## src/rtl/lsu_pkg.sv

```systemverilog
// Shared definitions for the load/store unit: size encodings, FSM states
// and the alignment rule that decides whether a request may touch memory.
package lsu_pkg;

  localparam int DATA_W = 32;

  localparam logic [1:0] SZ_BYTE = 2'b00;
  localparam logic [1:0] SZ_HALF = 2'b01;
  localparam logic [1:0] SZ_WORD = 2'b10;

  typedef enum logic [1:0] {
    ST_IDLE  = 2'b00,
    ST_READ  = 2'b01,
    ST_WRITE = 2'b10,
    ST_DONE  = 2'b11
  } lsu_state_e;

  // Halves need an even offset, words a zero offset; size 11 never maps to an access.
  function automatic logic access_fault(input logic [1:0] size, input logic [1:0] offset);
    logic f;
    case (size)
      SZ_BYTE: f = 1'b0;
      SZ_HALF: f = offset[0];
      SZ_WORD: f = (offset != 2'b00);
      default: f = 1'b1;
    endcase
    return f;
  endfunction

endpackage

```

## src/rtl/byte_lane_mux.sv

```systemverilog
// Big-endian lane steering: extracts and extends a sub-word load and merges
// sub-word store data into a previously read word.
module byte_lane_mux
  import lsu_pkg::*;
(
  input  logic [31:0] word,
  input  logic [1:0]  offset,
  input  logic [1:0]  size,
  input  logic        signed_load,
  input  logic [31:0] st_data,
  output logic [31:0] ld_value,
  output logic [31:0] st_word
);

  logic [4:0]  byte_sh;
  logic [4:0]  half_sh;
  logic [7:0]  ld_byte;
  logic [15:0] ld_half;

  // Offset 0 is the most significant lane, so the bit position is (3 - offset) * 8.
  assign byte_sh = {~offset, 3'b000};
  assign half_sh = {~offset[1], 4'b0000};
  assign ld_byte = word[byte_sh +: 8];
  assign ld_half = word[half_sh +: 16];

  always_comb begin
    ld_value = word;
    st_word  = word;
    case (size)
      SZ_BYTE: begin
        ld_value = signed_load ? {{24{ld_byte[7]}}, ld_byte} : {24'h0, ld_byte};
        st_word[byte_sh +: 8] = st_data[7:0];
      end
      SZ_HALF: begin
        ld_value = signed_load ? {{16{ld_half[15]}}, ld_half} : {16'h0, ld_half};
        st_word[half_sh +: 16] = st_data[15:0];
      end
      SZ_WORD: begin
        ld_value = word;
        st_word  = st_data;
      end
      default: begin
        ld_value = word;
        st_word  = word;
      end
    endcase
  end

endmodule

```

## src/rtl/load_store_unit.sv

```systemverilog
// Sequencer between the multi-cycle datapath and the word-addressed data
// memory: byte/half/word loads and stores, with read-modify-write for sub-word stores.
module load_store_unit
  import lsu_pkg::*;
#(
  parameter int ADDR_W = 5,
  parameter int DATA_W = 32
) (
  input  logic              clk,
  input  logic              rst_n,
  input  logic              req,
  input  logic              reqWrite,
  input  logic [1:0]        size,
  input  logic              signedLoad,
  input  logic [ADDR_W+1:0] byteAddr,
  input  logic [DATA_W-1:0] wrData,
  output logic              busy,
  output logic              done,
  output logic              fault,
  output logic [DATA_W-1:0] rdData,
  output logic              memRead,
  output logic              memWrite,
  output logic [ADDR_W-1:0] memAddr,
  output logic [DATA_W-1:0] memDataOut,
  input  logic [DATA_W-1:0] memDataIn,
  output lsu_state_e        dbg_state
);

  // Handshake: req is sampled only while busy=0 (IDLE); a req seen while busy is
  // dropped, never queued. Each accepted req yields exactly one done pulse, and
  // fault is meaningful only in that done cycle.

  lsu_state_e        state_q;
  logic              write_q;
  logic [1:0]        size_q;
  logic              signed_q;
  logic [ADDR_W+1:0] addr_q;
  logic [DATA_W-1:0] wdata_q;
  logic [DATA_W-1:0] buf_q;
  logic [DATA_W-1:0] rd_q;
  logic              fault_q;

  logic [DATA_W-1:0] mux_word;
  logic [DATA_W-1:0] ld_value;
  logic [DATA_W-1:0] st_word;

  // A load extracts straight from memDataIn in READ; stores merge into the buffered word.
  assign mux_word = (state_q == ST_READ) ? memDataIn : buf_q;

  byte_lane_mux u_lane_mux (
    .word        (mux_word),
    .offset      (addr_q[1:0]),
    .size        (size_q),
    .signed_load (signed_q),
    .st_data     (wdata_q),
    .ld_value    (ld_value),
    .st_word     (st_word)
  );

  always_ff @(posedge clk or negedge rst_n) begin
    if (!rst_n) begin
      state_q  <= ST_IDLE;
      write_q  <= 1'b0;
      size_q   <= SZ_BYTE;
      signed_q <= 1'b0;
      addr_q   <= '0;
      wdata_q  <= '0;
      buf_q    <= '0;
      rd_q     <= '0;
      fault_q  <= 1'b0;
    end else begin
      case (state_q)
        ST_IDLE: begin
          if (req) begin
            write_q  <= reqWrite;
            size_q   <= size;
            signed_q <= signedLoad;
            addr_q   <= byteAddr;
            wdata_q  <= wrData;
            fault_q  <= access_fault(size, byteAddr[1:0]);
            if (access_fault(size, byteAddr[1:0]))
              state_q <= ST_DONE;
            else if (!reqWrite || size != SZ_WORD)
              state_q <= ST_READ;
            else
              state_q <= ST_WRITE;
          end
        end
        ST_READ: begin
          buf_q <= memDataIn;
          if (write_q) begin
            state_q <= ST_WRITE;
          end else begin
            rd_q    <= ld_value;
            state_q <= ST_DONE;
          end
        end
        ST_WRITE: state_q <= ST_DONE;
        ST_DONE:  state_q <= ST_IDLE;
        default:  state_q <= ST_IDLE;
      endcase
    end
  end

  // Strobes decode from state alone, so an asynchronous reset drops them at once.
  assign busy       = (state_q != ST_IDLE);
  assign done       = (state_q == ST_DONE);
  assign fault      = done && fault_q;
  assign rdData     = rd_q;
  assign memRead    = (state_q == ST_READ);
  assign memWrite   = (state_q == ST_WRITE);
  assign memAddr    = (state_q == ST_IDLE) ? '0 : addr_q[ADDR_W+1:2];
  assign memDataOut = (state_q == ST_WRITE) ? st_word : '0;
  assign dbg_state  = state_q;

endmodule

```

## config.mk

```make
export PLATFORM = sky130hd
export DESIGN_NAME = load_store_unit
export DESIGN_NICKNAME = d
export VERILOG_FILES = /design/src/rtl/lsu_pkg.sv /design/src/rtl/byte_lane_mux.sv /design/src/rtl/load_store_unit.sv
export SDC_FILE = /design/constraint.sdc
export NUM_CORES = 1
export LEC_CHECK = 0
export CAP_MARGIN = 20
export CORE_MARGIN = 8
export CORE_UTILIZATION = 45
export CTS_BUF_LIST = sky130_fd_sc_hd__clkbuf_8
export CTS_CLUSTER_DIAMETER = 50
export CTS_CLUSTER_SIZE = 12
export DETAILED_ROUTE_END_ITERATION = 8
export GPL_TIMING_DRIVEN = 1
export MAX_ROUTING_LAYER = met4
export PLACE_DENSITY = 0.77
export SLEW_MARGIN = 0
export SYNTH_ARGS = -nofsm -noshare
export SYNTH_HDL_FRONTEND = slang
export SYNTH_HIERARCHICAL = 1
export SYNTH_SLANG_ARGS = --single-unit
```

## constraint.sdc

```tcl
create_clock -name clk -period 6 [get_ports clk]
set_input_delay 1.5 -clock clk [delete_from_list [all_inputs] [get_ports clk]]
set_output_delay 1.5 -clock clk [all_outputs]
set_load 0.005 [all_outputs]
```

==> results.cfg <==
[place]
io_buffer_count = 153
hpwl_after_detailed_placement_um = 15110
dpl_worst_slack_ns = 1.017
gp_routability_congestion = 0.9012

[timing]
fmax_mhz = 199.5
maxSlewViolCount = 0
timing.max_slew.rel_slack_pct = 30.49
setup-violations-final = 0
final.min_clock_period_ns = 5.013
setup_repair_after_global_routing_missed_its_margin = false
layout_setup_ws_ns = 0.9870
tns_ns = 0
timing_worst_slew_pin_value_ns = 1.039
fin_skew_ns = 0.02169
period_share_pct = 83.55
holdWs_ns = 0.4890
finalHoldViolCount = 0

[synthesis]
synthArstFlopShare_pct = 100.0
synth.most_common_cell = dfrtp_1
synthesis.instances = 590
synth_seq_cells = 110
yosysWarningCount = 6
top_cells_by_count_synth = dfrtp_1 (110), mux2_2 (90), and2_1 (46)
syn-cell-area_um2 = 6779
post_synth_main_area_contributors = dfrtp_1 (41%), mux2_2 (15%), mux2_4 (6.4%)
synth-edff-count = 0
synthesis.area_per_instance_um2 = 11.49
syn_nets = 677
ys_seq_area_share_pct = 40.61
synth.lib_cells_used.distinct = 56
library_cell_occupying_the_most_area_in_the_post_synthesis_netlist = dfrtp_1
yosys_most_used_dff = dfrtp_1
netlist.area_leader.share_pct = 40.61

[setup_path]
critical_path_buf_inv_count = 3
timing.critical_path.max_delay_family = buffers and inverters
cp_slowest_stage_delay_ns = 0.67
crit_path_start_kind = register
setup.worst_path.end_class = output port
worstReg2RegStart = dbg_state[1]
worst_path_max_delay_cell = ha_1
crit_required_ns = 4.50
r2r_cells = 8
worst_r2r_endpoint = rdData[7]
crit_path_max_fanout = 18
reg2reg_setup_slack_ns = 2.55
setup.worst_path.class = reg2out
crit_path_cell_trace = inv_1 -> ha_1 -> buf_4 -> mux2_2 -> a221oi_1 -> o21ai_1 -> and2_1 -> clkdlybuf4s50_1
critPathArrivalTime_ns = 3.51

[clocking]
tritoncts = yes
clkLatencyLatePin_ns = 0.40
cts_resized = 0
h-tree-depth = 3
cts_inserted_buffers = 9
cts.sink_count = 110
register_clock_pin_slew_on_the_reported_worst_setup_and_hold_paths_ns = 0.10
cts.path.max_buffers = 2
cts-hold-fix-buffers = 0
post_cts_buffers = 0
clock_tree.root_cell = clkbuf_8

[run_status]
outcome = finished, final reports clean

[floorplan]
die_area_um2 = 19250
fp.dieH_um = 138.7
design.core.area_um2 = 14980
floorplan.initialDensity_pct = 45.26
core.rowCount = 45
top_level_ports = 154
chipWidth_um = 138.7

[drt]
remaining_design_rule_violation_count = 0
wire_per_inst_um = 22.58
vias_per_cell = 5.916
drt_total_wl_um = 20480
number_of_antenna_violating_nets_in_the_routed_design = 0
dr_total_vias = 5366
detail_route.first_pass.iterations = 7
detail_route.iter0.violations = 513

[global_route]
global_route.peak_usage_layer = met2
grt_max_degree = 64
grt_pass1_vias = 5387
use_met3_pct = 4.028
groute.layer.met2.usage_pct = 31.57
overflow_after_grt = 0
grt_use_met1_pct = 28.72
first_pass_grt_wire_length_um = 31750
antenna_found_initial = 0
track_usage_pct = 21.46

[final_layout]
synthesis_to_finish_area_growth_pct = 25.36
post_route_cells_drive_above_1_share_pct = 22.39
area.sequential_um2 = 2755
fillCellCount = 1280
multi_input_area_um2 = 3651
fin_nets = 801
n_antenna_cell = 0
post-route-util_pct = 56.74

[power_and_ir_drop]
total_power_mw = 5.294
cellPowerDensity_nw_per_um2 = 622.9
irDropWorstVdd_v = 0.0002979
leakage_nw = 3.434

[min_path]
worst_min_path_start = fault_q
timing.hold.worst_endpoint = fault_q
whs_path_depth = 1
min_path_type = reg2reg

[flow_run]
max_cap_viol_count = 0
layer usage:
metal / vias up / part of all wire, %
li1: 2455 / -
met1: 2630 / 47
met2: 250 / 44
met3: 31 / 6.9
met4: 0 / 2.2
met5: - / 0
layout by cell type, fill, tap and decap left out, types with 9 or more instances in the layout:
cell type | Yosys | final
clkdlybuf4s50_1 | 0 | 152
dfrtp_1 | 110 | 108
mux2_2 | 90 | 90
and2_1 | 46 | 46
a21oi_1 | 36 | 36
mux2_4 | 29 | 29
mux2i_1 | 18 | 18
a22oi_1 | 18 | 18
a32oi_1 | 16 | 16
nand2_1 | 15 | 15
nor2_1 | 13 | 13
clkbuf_8 | 0 | 11
nand3_1 | 11 | 11
nor2b_1 | 9 | 9
o21ai_0 | 9 | 9
ha_1 | 9 | 9
nand4_1 | 9 | 9
cell families (layout without fill, tap and decap cells):
logic type      Yosys count  after routing  synth area share (%)
compound gates          134            134                 14.51
fa+ha+maj                 9              9                 1.661
buf+inv                  56            185                 5.537
flops                   110            110                 40.61
mux                     144            144                 25.36
simple gates            137            137                 12.33
worst register-to-register path, cell delays in order, from the launching register on:
cell      delay [ns]
dfrtp_1         0.45
inv_1           0.10
ha_1            0.67
buf_4           0.39
mux2_2          0.47
mux4_2          0.52
nand2_2         0.27
o211ai_1        0.19
mux2_4          0.29
flip-flops by register name, indices dropped and copies added, names as in the netlist:
name       count
write_q        1
addr_q         7
wdata_q       32
rdData        32
dbg_state      2
fault_q        1
buf_q         32
signed_q       1
size_q         2
where the power goes:
group / switching, mW / internal (mW) / total, mW
registers: 0.392 / 1.10 / 1.50
clock network: 0.262 / 0.220 / 0.482
logic: 1.60 / 1.71 / 3.32
worst max path at each step:
stage / slack [ns] / from / depth (start not counted) / end
2_1_floorplan: 2.05 / memDataIn[31] / 5 / memDataOut[31]
3_3_place_gp: 1.00 / memDataIn[24] / 7 / memDataOut[24]
3_5_place_dp: 1.02 / memDataIn[26] / 7 / memDataOut[26]
4_1_cts: 0.93 / dbg_state[1] / 8 / memDataOut[11]
5_1_grt: 0.75 / dbg_state[1] / 8 / memDataOut[15]
6_report: 0.99 / dbg_state[1] / 8 / memDataOut[11]
layout make-up:
type / instances / share of cell area [%]
multi-input combinational: 424 / 42.96
sequential: 110 / 32.42
timing repair buffer: 161 / 18.93
tap: 188 / 2.768
clock buffer: 11 / 1.782
clock inverter: 5 / 0.7803
inverter: 8 / 0.3534
stage by stage:
| step | std cells | instance area, um^2 |
|---|---|---|
| after detailed placement | 890 | 8253 |
| after floorplan | 590 | 6779 |
| after global placement | 890 | 8253 |
| after global routing | 907 | 8498 |
| final | 907 | 8498 |
| after CTS | 906 | 8471 |
Note: power is estimated with default switching activity, not from simulation.
